**src/rtl/rle_mask_encoder.sv**
```systemverilog
// Run-length encoder for binary pixel masks: turns one mask bit per pixel into
// alternating-symbol run words delivered through a small first-word-fall-through queue.
module rle_mask_encoder #(
    parameter int unsigned WIDTH      = 13,
    parameter int unsigned FIFO_DEPTH = 4,
    parameter int unsigned FRAMECNT_W = 16
) (
    input  logic                  CLK,
    input  logic                  reset_n,
    input  logic                  pix_valid,
    output logic                  pix_ready,
    input  logic                  pix_data,
    input  logic                  pix_sof,
    input  logic                  pix_eof,
    output logic                  run_valid,
    input  logic                  run_ready,
    output logic [WIDTH-1:0]      run_len,
    output logic                  run_symbol,
    output logic                  run_last,
    output logic [FRAMECNT_W-1:0] frame_runs,
    output logic                  frame_abort
);

    localparam int unsigned PTR_W  = $clog2(FIFO_DEPTH);
    localparam int unsigned WORD_W = WIDTH + 2;

    localparam logic [WIDTH-1:0] MaxRun   = '1;
    localparam logic [PTR_W:0]   FillFull = (PTR_W + 1)'(FIFO_DEPTH);

    localparam logic [1:0] StIdle  = 2'd0;
    localparam logic [1:0] StRun   = 2'd1;
    localparam logic [1:0] StSat   = 2'd2;
    localparam logic [1:0] StFlush = 2'd3;

    logic [1:0]            state_q, state_d;
    logic [WIDTH-1:0]      count_q, count_d;
    logic                  cur_sym_q, cur_sym_d;
    logic                  sat_eof_q, sat_eof_d;
    logic                  abort_q, abort_d;
    logic [FRAMECNT_W-1:0] frame_runs_q, frame_runs_d;
    logic [FRAMECNT_W-1:0] runs_base;

    logic [WORD_W-1:0]     mem_q [FIFO_DEPTH];
    logic [PTR_W-1:0]      wr_ptr_q, rd_ptr_q;
    logic [PTR_W:0]        fill_q;

    logic                  fifo_full;
    logic                  accept;
    logic                  push;
    logic                  pop;
    logic                  runs_clear;
    logic [WORD_W-1:0]     push_word;

    assign fifo_full = (fill_q == FillFull);
    assign run_valid = (fill_q != '0);
    assign pop       = run_valid && run_ready;
    assign pix_ready = reset_n && ((state_q == StIdle) || (state_q == StRun)) && !fifo_full;
    assign accept    = pix_valid && pix_ready;

    assign {run_len, run_symbol, run_last} = mem_q[rd_ptr_q];
    assign frame_runs  = frame_runs_q;
    assign frame_abort = abort_q;

    always_comb begin
        state_d    = state_q;
        count_d    = count_q;
        cur_sym_d  = cur_sym_q;
        sat_eof_d  = sat_eof_q;
        abort_d    = 1'b0;
        push       = 1'b0;
        push_word  = '0;
        runs_clear = 1'b0;

        if (accept && pix_sof) begin
            // A sof restarts the frame from any accepting state; an open run is dropped.
            abort_d    = (state_q == StRun);
            runs_clear = 1'b1;
            count_d    = WIDTH'(1);
            cur_sym_d  = pix_data;
            if (pix_data) begin
                push      = 1'b1;
                push_word = {{WIDTH{1'b0}}, 1'b0, 1'b0};
            end
            state_d = pix_eof ? StFlush : StRun;
        end else begin
            case (state_q)
                StRun: begin
                    if (accept) begin
                        if (pix_data == cur_sym_q) begin
                            if (count_q != MaxRun) begin
                                count_d = count_q + WIDTH'(1);
                                state_d = pix_eof ? StFlush : StRun;
                            end else begin
                                push      = 1'b1;
                                push_word = {MaxRun, cur_sym_q, 1'b0};
                                count_d   = WIDTH'(1);
                                sat_eof_d = pix_eof;
                                state_d   = StSat;
                            end
                        end else begin
                            push      = 1'b1;
                            push_word = {count_q, cur_sym_q, 1'b0};
                            cur_sym_d = !cur_sym_q;
                            count_d   = WIDTH'(1);
                            state_d   = pix_eof ? StFlush : StRun;
                        end
                    end
                end
                StSat: begin
                    // Zero-length run of the other symbol keeps symbols alternating.
                    if (!fifo_full) begin
                        push      = 1'b1;
                        push_word = {{WIDTH{1'b0}}, !cur_sym_q, 1'b0};
                        state_d   = sat_eof_q ? StFlush : StRun;
                    end
                end
                StFlush: begin
                    if (!fifo_full) begin
                        push      = 1'b1;
                        push_word = {count_q, cur_sym_q, 1'b1};
                        state_d   = StIdle;
                    end
                end
                default: begin
                    // Pixels outside a frame are consumed and dropped.
                end
            endcase
        end
    end

    always_comb begin
        runs_base    = runs_clear ? '0 : frame_runs_q;
        frame_runs_d = runs_base;
        if (push && (runs_base != '1)) begin
            frame_runs_d = runs_base + FRAMECNT_W'(1);
        end
    end

    always_ff @(posedge CLK) begin
        if (!reset_n) begin
            state_q      <= StIdle;
            count_q      <= '0;
            cur_sym_q    <= 1'b0;
            sat_eof_q    <= 1'b0;
            abort_q      <= 1'b0;
            frame_runs_q <= '0;
        end else begin
            state_q      <= state_d;
            count_q      <= count_d;
            cur_sym_q    <= cur_sym_d;
            sat_eof_q    <= sat_eof_d;
            abort_q      <= abort_d;
            frame_runs_q <= frame_runs_d;
        end
    end

    always_ff @(posedge CLK) begin
        if (!reset_n) begin
            wr_ptr_q <= '0;
            rd_ptr_q <= '0;
            fill_q   <= '0;
        end else begin
            if (push) begin
                wr_ptr_q <= wr_ptr_q + PTR_W'(1);
            end
            if (pop) begin
                rd_ptr_q <= rd_ptr_q + PTR_W'(1);
            end
            case ({push, pop})
                2'b10:   fill_q <= fill_q + (PTR_W + 1)'(1);
                2'b01:   fill_q <= fill_q - (PTR_W + 1)'(1);
                default: fill_q <= fill_q;
            endcase
        end
    end

    always_ff @(posedge CLK) begin
        if (reset_n && push) begin
            mem_q[wr_ptr_q] <= push_word;
        end
    end

endmodule

```
**config.mk**
```make
export PLATFORM = sky130hd
export DESIGN_NAME = rle_mask_encoder
export DESIGN_NICKNAME = d
export VERILOG_FILES = /design/src/rtl/rle_mask_encoder.sv
export SDC_FILE = /design/constraint.sdc
export NUM_CORES = 1
export LEC_CHECK = 0
export CAP_MARGIN = 0
export CORE_UTILIZATION = 62
export DETAILED_ROUTE_END_ITERATION = 16
export GPL_TIMING_DRIVEN = 0
export PLACE_DENSITY = 0.93
export SLEW_MARGIN = 20
export SYNTH_ARGS = -nofsm -noshare
export SYNTH_HDL_FRONTEND = slang
export SYNTH_SLANG_ARGS = --single-unit
```
**constraint.sdc**
```tcl
create_clock -name CLK -period 9.39 [get_ports CLK]
set_input_delay 1.4085 -clock CLK [delete_from_list [all_inputs] [get_ports CLK]]
set_output_delay 1.4085 -clock CLK [all_outputs]
set_load 0.1 [all_outputs]
```
=== After elaboration in Yosys (flattened, before gate mapping) ===
Memories as Yosys holds them, arrays and structs flattened. A register that Yosys moved wholly into a read port is not among the register bits.
Index checks and enable logic that the tools add are counted.

* Add/subtract/negate cells: 6
* Muxes and demuxes: 40
* Bitwise logic cells: 3
* Reductions and logical operators: 24
* Equality and inequality tests: 13

{| class="wikitable"
|+ Operators by type and width
! kind !! number
|-
| $mux W15 || 5
|-
| $pmux W15 S3 || 1
|-
| $mux W16 || 2
|-
| $mux W13 || 2
|-
| $mux W2 || 11
|-
| $add A16 B1 Y16 const B || 1
|-
| $mux W1 || 16
|-
| $ne A16 B16 Y1 const B || 1
|-
| $add A13 B1 Y13 const B || 1
|-
| $ne A13 B13 Y1 const B || 1
|-
| $ne A3 B3 Y1 const B || 3
|-
| $logic_and A1 B1 Y1 || 7
|-
| $eq A2 B2 Y1 const B || 3
|-
| $pmux W2 S3 || 1
|-
| $pmux W3 S2 || 1
|-
| $reduce_and A2 Y1 || 3
|-
| $reduce_bool A2 Y1 || 3
|-
| $reduce_and A5 Y1 || 1
|-
| $add A2 B1 Y2 const B || 2
|-
| $eq A2 B1 Y1 const B || 2
|-
| $reduce_and A4 Y1 || 1
|-
| $reduce_bool A4 Y1 || 1
|-
| $reduce_or A2 Y1 || 2
|-
| $add A3 B1 Y3 const B || 1
|-
| 11 further kinds || 14
|}

* Memories kept: 1
* Bits of input ports: 7
* Output and inout port bits: 34
* Memory bits (writable): 60
* Register bits: 41
* Logic and storage cells: 97

{| class="wikitable"
|+ Memories
! memory !! depth !! width !! rd ports !! clocked after Yosys merged registers in !! write ports !! line !! source
|-
| mem_q || 4 || 15 || 1 || 1 || 1 || 43 || <nowiki>logic [WORD_W-1:0] mem_q [FIFO_DEPTH];</nowiki>
|}

=== Logic depth before layout (Yosys ltp) ===
Gate-level depths: netlist of the first run.

* Word-level depth: 11
* Depth in mapped cells: 14
* Gate-level depth less buffers: 12

=== Worst setup path after synthesis of the first run ===
No wires, ideal clock.

* Path type: input-to-output
* From: in reset_n
* To: out pix_ready
* Stages: 2
* Required time: 7.982 ns
* Path buffers: 0
* Arrival: 2.743 ns
* Slack: 5.238 ns
* Cells stage by stage: nand2b_1 -> nor2_1

* Word-level cells in the longest chain between the ends: 2

{| class="wikitable"
|+ Ends and longest elaborated chain
! what !! line !! source
|-
| start: declaration || 9 || <nowiki>input logic reset_n,</nowiki>
|-
| $logic_and A1 B1 Y1 (2 in a row) || 57 || <nowiki>assign pix_ready = reset_n && ((state_q == StIdle) || (state_q == StRun)) && !fifo_full;</nowiki>
|-
| end: declaration || 11 || <nowiki>output logic pix_ready,</nowiki>
|}

No other way between the ends.

=== Final worst setup path of the first run ===
Same ends and word-level chain as after synthesis.

==> summary.txt, run 1 <==
Status
  – Run status: finished, final reports clean

Place
  – RD Place Congestion: between 0.9 and 1
  – Dpl hpwl: 7.17 mm
  – Count of input and output buffers: 40
  – Standard cell area after detailed placement: 5230 sq um

GRT
  – Via count of the first global-routing pass: 3195
  – Maximum number of pins on one net before global-route repair: 20
  – Congestion Overflow GR: 0
  – Antenna violations before repair: 0
  – Wire length of the first global-routing pass: 16.1 mm
  – Overall track demand over capacity in global routing: 27.5%

Clock tree
  – CTS H-tree lvls: 3
  – Post-CTS setup-driven buffer insertion count: 0
  – Clock Sink Count: 103
  – Total clock buffers created by CTS: 9
  – Clock root buffer: clkbuf_8
  – CTS hold repair buffers: 0
  – Clock network latency to the later pin of the worst-skew pair: approximately 0.38 ns
  – Clk buf depth: 2
  – Clock-pin slew of the registers on the worst-case setup and hold paths: 0.11 ns
  – Clock tree from TritonCTS: yes
  – Cells resized by post-CTS repair: 0

Floorplanning
  – Cell row count: 31
  – Horizontal die dimension: 89.1 microns
  – Starting density of the core: about 64%
  – Die H: 89.1 microns
  – Number of top-level pins: 41
  – Die ar.: 7930 sq um
  – Core Footprint: 7290 sq um

Synth
  – Syn_area_per_cell: 12.7 sq um
  – Cell taking the most area after synthesis: edfxtp_1
  – Most instantiated flip-flop cell in the synthesis netlist: edfxtp_1
  – Mapped Nets: 385
  – Distinct cells, synth: 61
  – Share of the yosys chip area belonging to registers: 56.6%
  – Syn Std Cell Area: 4700 sq um
  – Number of synthesized flops with an enable pin: 60
  – Cells taking the most area after synthesis: edfxtp_1 38%, dfxtp_1 18%, mux4_2 7.2%
  – Async S/R FF share, synth: 0%
  – Count of mapped cells out of synthesis: 370
  – Synthesis warning total: 0
  – Post-synthesis register bit count: around 100
  – Area share of the largest cell type after synthesis: 38.3%

Cells and area
  – Filler cell count: 478
  – Share of cells above drive strength 1: 14.1%
  – Area growth from synthesis to layout: 15.6%
  – NumNets Final: 436
  – Final standard cell utilization of the core: 74.5%
  – # diodes: 0
  – Area of the multi-input gates: 1910 sq um
  – Area taken by flip-flops and latches: 2660 sq um
  – Cell area after layout: ~5400 sq um

Detailed routing
  – Routed length per placed instance: a little under 20 microns
  – Total vias in the final route: about 3400
  – DR pass1 iterations: 5
  – Final Routed Wirelength: 10.2 mm
  – DRC marker count from the first detailed-route iteration: ~230
  – Post-route DRC: 0
  – Detailed-route vias per instance: 6.46
  – Final antenna-violating net count: 0

STA
  – RSZ-0062 raised after global routing: no
  – Setup violators final: 0
  – Total count of hold-check failures in the final report: 0
  – Max-slew violation count: 0
  – Worst Max-Slew Pin Slew: between 1 and 1.5 ns
  – Fmax achieved: 0.206 GHz
  – Post-route clock period utilization: 51.6%
  – Hold_ws: 0.519 ns
  – Max transition margin: between 30% and 40%
  – Layout Skew: 0.0174 ns
  – Fin crit period: 4.84 ns
  – Total negative slack for setup checks: 0 ns

Pwr
  – Sequential power share: between 40% and 50%
  – Sw power: 0.370 mW
  – Internal Power: 0.700 mW
  – Fraction of power consumed by combinational cells: between 20 and 30%
  – Switching share of power: 34.6%
  – Max VDD drop: 0.0000893 V
  – Total power divided by cell area: around 200 nW/um^2
  – Static leakage: approximately 1.9 nW
  – Clock power share: 27.5%

Worst setup path
  – Crit path DAT: between 3 and 4 ns
  – Nature of the critical path startpoint: input pin
  – Max Fanout on Critical Path: 4
  – Startpoint-to-endpoint class of the critical path: input pin to primary output
  – Required time reported for the critical path endpoint: ~8 ns
  – Endpoint type of the worst setup path: primary output
  – Worst-case reg-to-reg path depth: 14

Min path
  – WHS Path Cells: 2
  – Path category of the worst min-delay check: flop to flop

Flow run
  – Number of violations of the max-capacitance limit: 0
[path summary, 6_finish.rpt]
kind	startpoint	to	slack, ns
min	frame_runs[5]	frame_runs[5]	0.52
max reg2reg	count_q[1]	fill_q[2]	6.00
min reg2reg	frame_runs[5]	frame_runs[5]	0.52
max	reset_n	pix_ready	4.55
[cell type report]
| class | count | share of cell area [%] |
|---|---|---|
| Clock buffer | 9 | 2.28 |
| Inverter | 9 | 0.622 |
| Timing Repair Buffer | 40 | 7.37 |
| Buffer | 17 | 1.73 |
| Clock inverter | 7 | 1.59 |
| Sequential cell | 103 | 49.0 |
| Multi-Input combinational cell | 241 | 35.2 |
| Tap cell | 99 | 2.28 |
[cell usage after synthesis (2+ instances only)]
cell type,n
dfxtp_1,43
buf_4,2
mux4_2,15
a2111oi_0,2
nand3_1,9
nor3_2,2
o21ai_0,6
mux2i_1,7
ha_1,7
buf_6,2
o21a_1,4
nor2_1,31
o31ai_1,6
buf_2,4
and2_1,16
a21oi_1,15
xor2_1,13
or3_1,9
clkbuf_2,2
nand2_1,21
a2111oi_2,3
edfxtp_1,60
nor3_1,6
and4_1,4
clkbuf_1,7
or4_1,6
and3_1,12
nor3b_4,2
inv_1,9
a21oi_2,2
nand4_1,13
[power by group through the flow]
| stage | logic (mW) | registers [mW] | clock network (mW) |
|---|---|---|---|
| after floorplan | 0.217 | 0.510 | 0 |
| after global placement | 0.271 | 0.508 | 0 |
| after detailed placement | 0.277 | 0.509 | 0 |
| after CTS | 0.278 | 0.499 | 0.292 |
| after global routing | 0.292 | 0.501 | 0.310 |
| final | 0.277 | 0.499 | 0.294 |
[worst max-delay path, cell delays in order]
cell	delay, ns
clkdlybuf4s50_1	0.56
nand2b_1	0.13
nor2_1	0.17
clkdlybuf4s50_1	1.16
[sequential cells by signal, indices dropped and copies added (netlist names), named ones only]
register / flops
count_q: 13
cur_sym_q: 1
fill_q: 3
frame_abort: 1
frame_runs: 16
mem_q: 60
rd_ptr_q: 2
sat_eof_q: 1
state_q: 2
wr_ptr_q: 2
[through the flow]
step	instances	total power [mW]	setup WS [ns]
2_1_floorplan	370	0.727	5.24
3_3_place_gp	509	0.779	4.59
3_5_place_dp	509	0.786	4.61
4_1_cts	525	1.07	4.58
5_1_grt	525	1.10	4.47
6_report	525	1.07	4.55
[per-layer routing]
| metal | vias to the layer above | part of all wire (%) | wire length (microns) | track usage, % |
|---|---|---|---|---|
| li1 | 1519 | - | - | - |
| met1 | 1673 | 41 | 4160 | 34.9 |
| met2 | 172 | 51 | 5180 | 47.4 |
| met3 | 27 | 6.4 | 656 | 4.43 |
| met4 | 0 | 2.4 | 249 | 11.7 |
| met5 | - | 0 | 0 | 0 |
[cells by family (layout without fill, tap and decap cells)]
group	Yosys count	count (layout)	synth area share [%]
buf+inv	26	82	2.71
fa+ha+maj	8	8	2.29
xor+xnor	15	15	2.95
flops	103	103	56.6
compound gates	53	53	8.81
simple gates	143	143	17.9
mux	22	22	8.68
[cell usage in the layout, fill, tap and decap left out, drive strengths merged, types with 8 or more instances in the layout]
cell type       n
a21oi          17
and2           16
and3           12
buf             8
clkbuf         18
clkdlybuf4s50  40
dfxtp          43
edfxtp         60
inv            12
mux4           15
nand2          21
nand3           9
nand4          13
nor2           32
nor3            8
or3             9
xor2           14
Power figures use the tool's default switching activity.
==> run 2, diff against run 1 <==
- CORE_UTILIZATION: 62 -> 52
- PLACE_DENSITY: 0.93 -> 0.84
- clock period: 9.39 -> 4.2 ns (I/O delays scaled with it)
==> summary.txt, run 2 (synthesized netlist as in run 1, its figures left out) <==
STA
  – RSZ-0062 raised after global routing: no
  – Layout Skew: between 0.015 and 0.02 ns
  – Worst Max-Slew Pin Slew: roughly 0.99 ns
  – Setup violators final: 0
  – Max-slew violation count: 0
  – Fmax achieved: 0.271 GHz
  – Total negative slack for setup checks: 0 ns
  – Fin crit period: about 3.7 ns
  – Total count of hold-check failures in the final report: 0
  – Post-route clock period utilization: 87.8%
  – Hold_ws: 0.504 ns
  – Max transition margin: between 30% and 40%

Place
  – RD Place Congestion: 0.888
  – Count of input and output buffers: 40
  – Dpl hpwl: 6.60 mm

Cells and area
  – # diodes: 0
  – Final standard cell utilization of the core: between 60 and 70%
  – NumNets Final: 436
  – Commonest non-fill, non-tap cells in the layout: 60 x edfxtp_1, 43 x dfxtp_1, 40 x clkdlybuf4s50_1, 31 x nor2_1, 21 x nand2_1
  – Filler cell count: 647
  – Share of cells above drive strength 1: 14.1%
  – Commonest non-fill, non-tap cell in the layout: edfxtp_1
  – Area growth from synthesis to layout: 15.7%
  – Register with the highest flop count: mem_q
  – Flip-flop count of the largest register after layout: 60

Worst setup path
  – RR Startpoint: count_q[1]
  – Nature of the critical path startpoint: flop
  – Startpoint-to-endpoint class of the critical path: flop to primary output
  – Crit path DAT: 3.06 ns
  – Worst-case reg-to-reg path depth: 14
  – Max Fanout on Critical Path: 10
  – Critical R2R Capture: fill_q[2]
  – Endpoint type of the worst setup path: primary output
  – Reg-to-reg setup timing slack: 0.75 ns
  – Required time reported for the critical path endpoint: 3.57 ns

Detailed routing
  – Final antenna-violating net count: 0
  – Routed length per placed instance: 17.8 microns
  – Post-route DRC: 0
  – Detailed-route vias per instance: 5.99
  – DR pass1 iterations: 5
  – DRC marker count from the first detailed-route iteration: 194
  – Total vias in the final route: 3198
  – Final Routed Wirelength: 9.49 mm

Clock tree
  – Clock-pin slew of the registers on the worst-case setup and hold paths: 0.10 ns
  – Post-CTS setup-driven buffer insertion count: 0
  – CTS H-tree lvls: 3
  – Clock tree from TritonCTS: yes
  – Clock Sink Count: 103
  – Cells resized by post-CTS repair: 0
  – Clock network latency to the later pin of the worst-skew pair: 0.38 ns
  – Clk buf depth: 2
  – Clock root buffer: clkbuf_8
  – CTS hold repair buffers: 0
  – Total clock buffers created by CTS: 9

Floorplanning
  – Number of top-level pins: 41
  – Core Footprint: between 8000 and 9000 sq um
  – Starting density of the core: 53.9%
  – Cell row count: 34
  – Die ar.: between 9000 and 10000 sq um
  – Horizontal die dimension: roughly 97 microns
  – Die H: approximately 97 microns

Status
  – Run status: finished, final reports clean

Min path
  – WHS Path Cells: 2
  – Start point of the worst hold path: frame_runs[5]
  – Sink of the worst hold path: frame_runs[5]
  – Path category of the worst min-delay check: flop to flop

GRT
  – Antenna violations before repair: 0
  – Wire length of the first global-routing pass: 15.4 mm
  – Overall track demand over capacity in global routing: between 20% and 30%
  – Maximum number of pins on one net before global-route repair: 22
  – Via count of the first global-routing pass: 3108
  – Congestion Overflow GR: 0

Pwr
  – Static leakage: between 1.5 and 2 nW
  – Max VDD drop: 0.000169 V
  – Total power divided by cell area: 433 nW/um^2

Flow run
  – Number of violations of the max-capacitance limit: 0
-- run 2: stage by stage --
stage               total power [mW]  cell area (sq um)  instances  worst slack [ns]
finish                          2.35               5440        534             0.514
global route                    2.44               5440        534             0.362
CTS                             2.36               5440        534             0.448
detailed placement              1.76               5240        518             0.609
global placement                1.74               5240        518             0.682
floorplan                       1.63               4700        370              1.21
-- run 2: routing by layer --
metal	global-route usage [%]	routed length (microns)	vias to the layer above
li1	-	-	1518
met1	28.0	4160	1561
met2	34.6	4680	105
met3	3.09	509	14
met4	7.58	130	0
met5	0	0	-
-- run 2: final cells by class --
type / count / area [sq um] / share of cell area (%)
flip-flops and latches: 103 / 2660 / 49.0
multi-input cells: 241 / 1910 / 35.1
repair buffers: 40 / 400 / 7.36
well taps: 108 / 135 / 2.49
clock buffers: 9 / 124 / 2.28
plain buffers: 17 / 93.8 / 1.73
clock inverters: 7 / 76.3 / 1.40
inverters: 9 / 33.8 / 0.621
-- run 2: worst max-delay path, cell delays in order, from the launching register on --
cell	delay, ns
dfxtp_1	0.32
clkbuf_1	0.39
buf_2	0.42
mux4_2	0.57
clkdlybuf4s50_1	0.99
-- run 2: how the worst max path moves through the flow --
stage	end	slack, ns
after detailed placement	fill_q[2]	0.61
after global routing	run_len[11]	0.36
after floorplan	fill_q[2]	1.21
after CTS	run_len[11]	0.45
after global placement	fill_q[2]	0.68
final	run_len[11]	0.51
-- run 2: power breakdown --
part	leakage, nW	internal, mW	total (mW)	switching [mW]
Sequential	0.981	1.09	1.12	0.0269
Clock	0.103	0.238	0.620	0.382
Combinational	0.791	0.188	0.617	0.429
Total	1.88	1.52	2.35	0.837
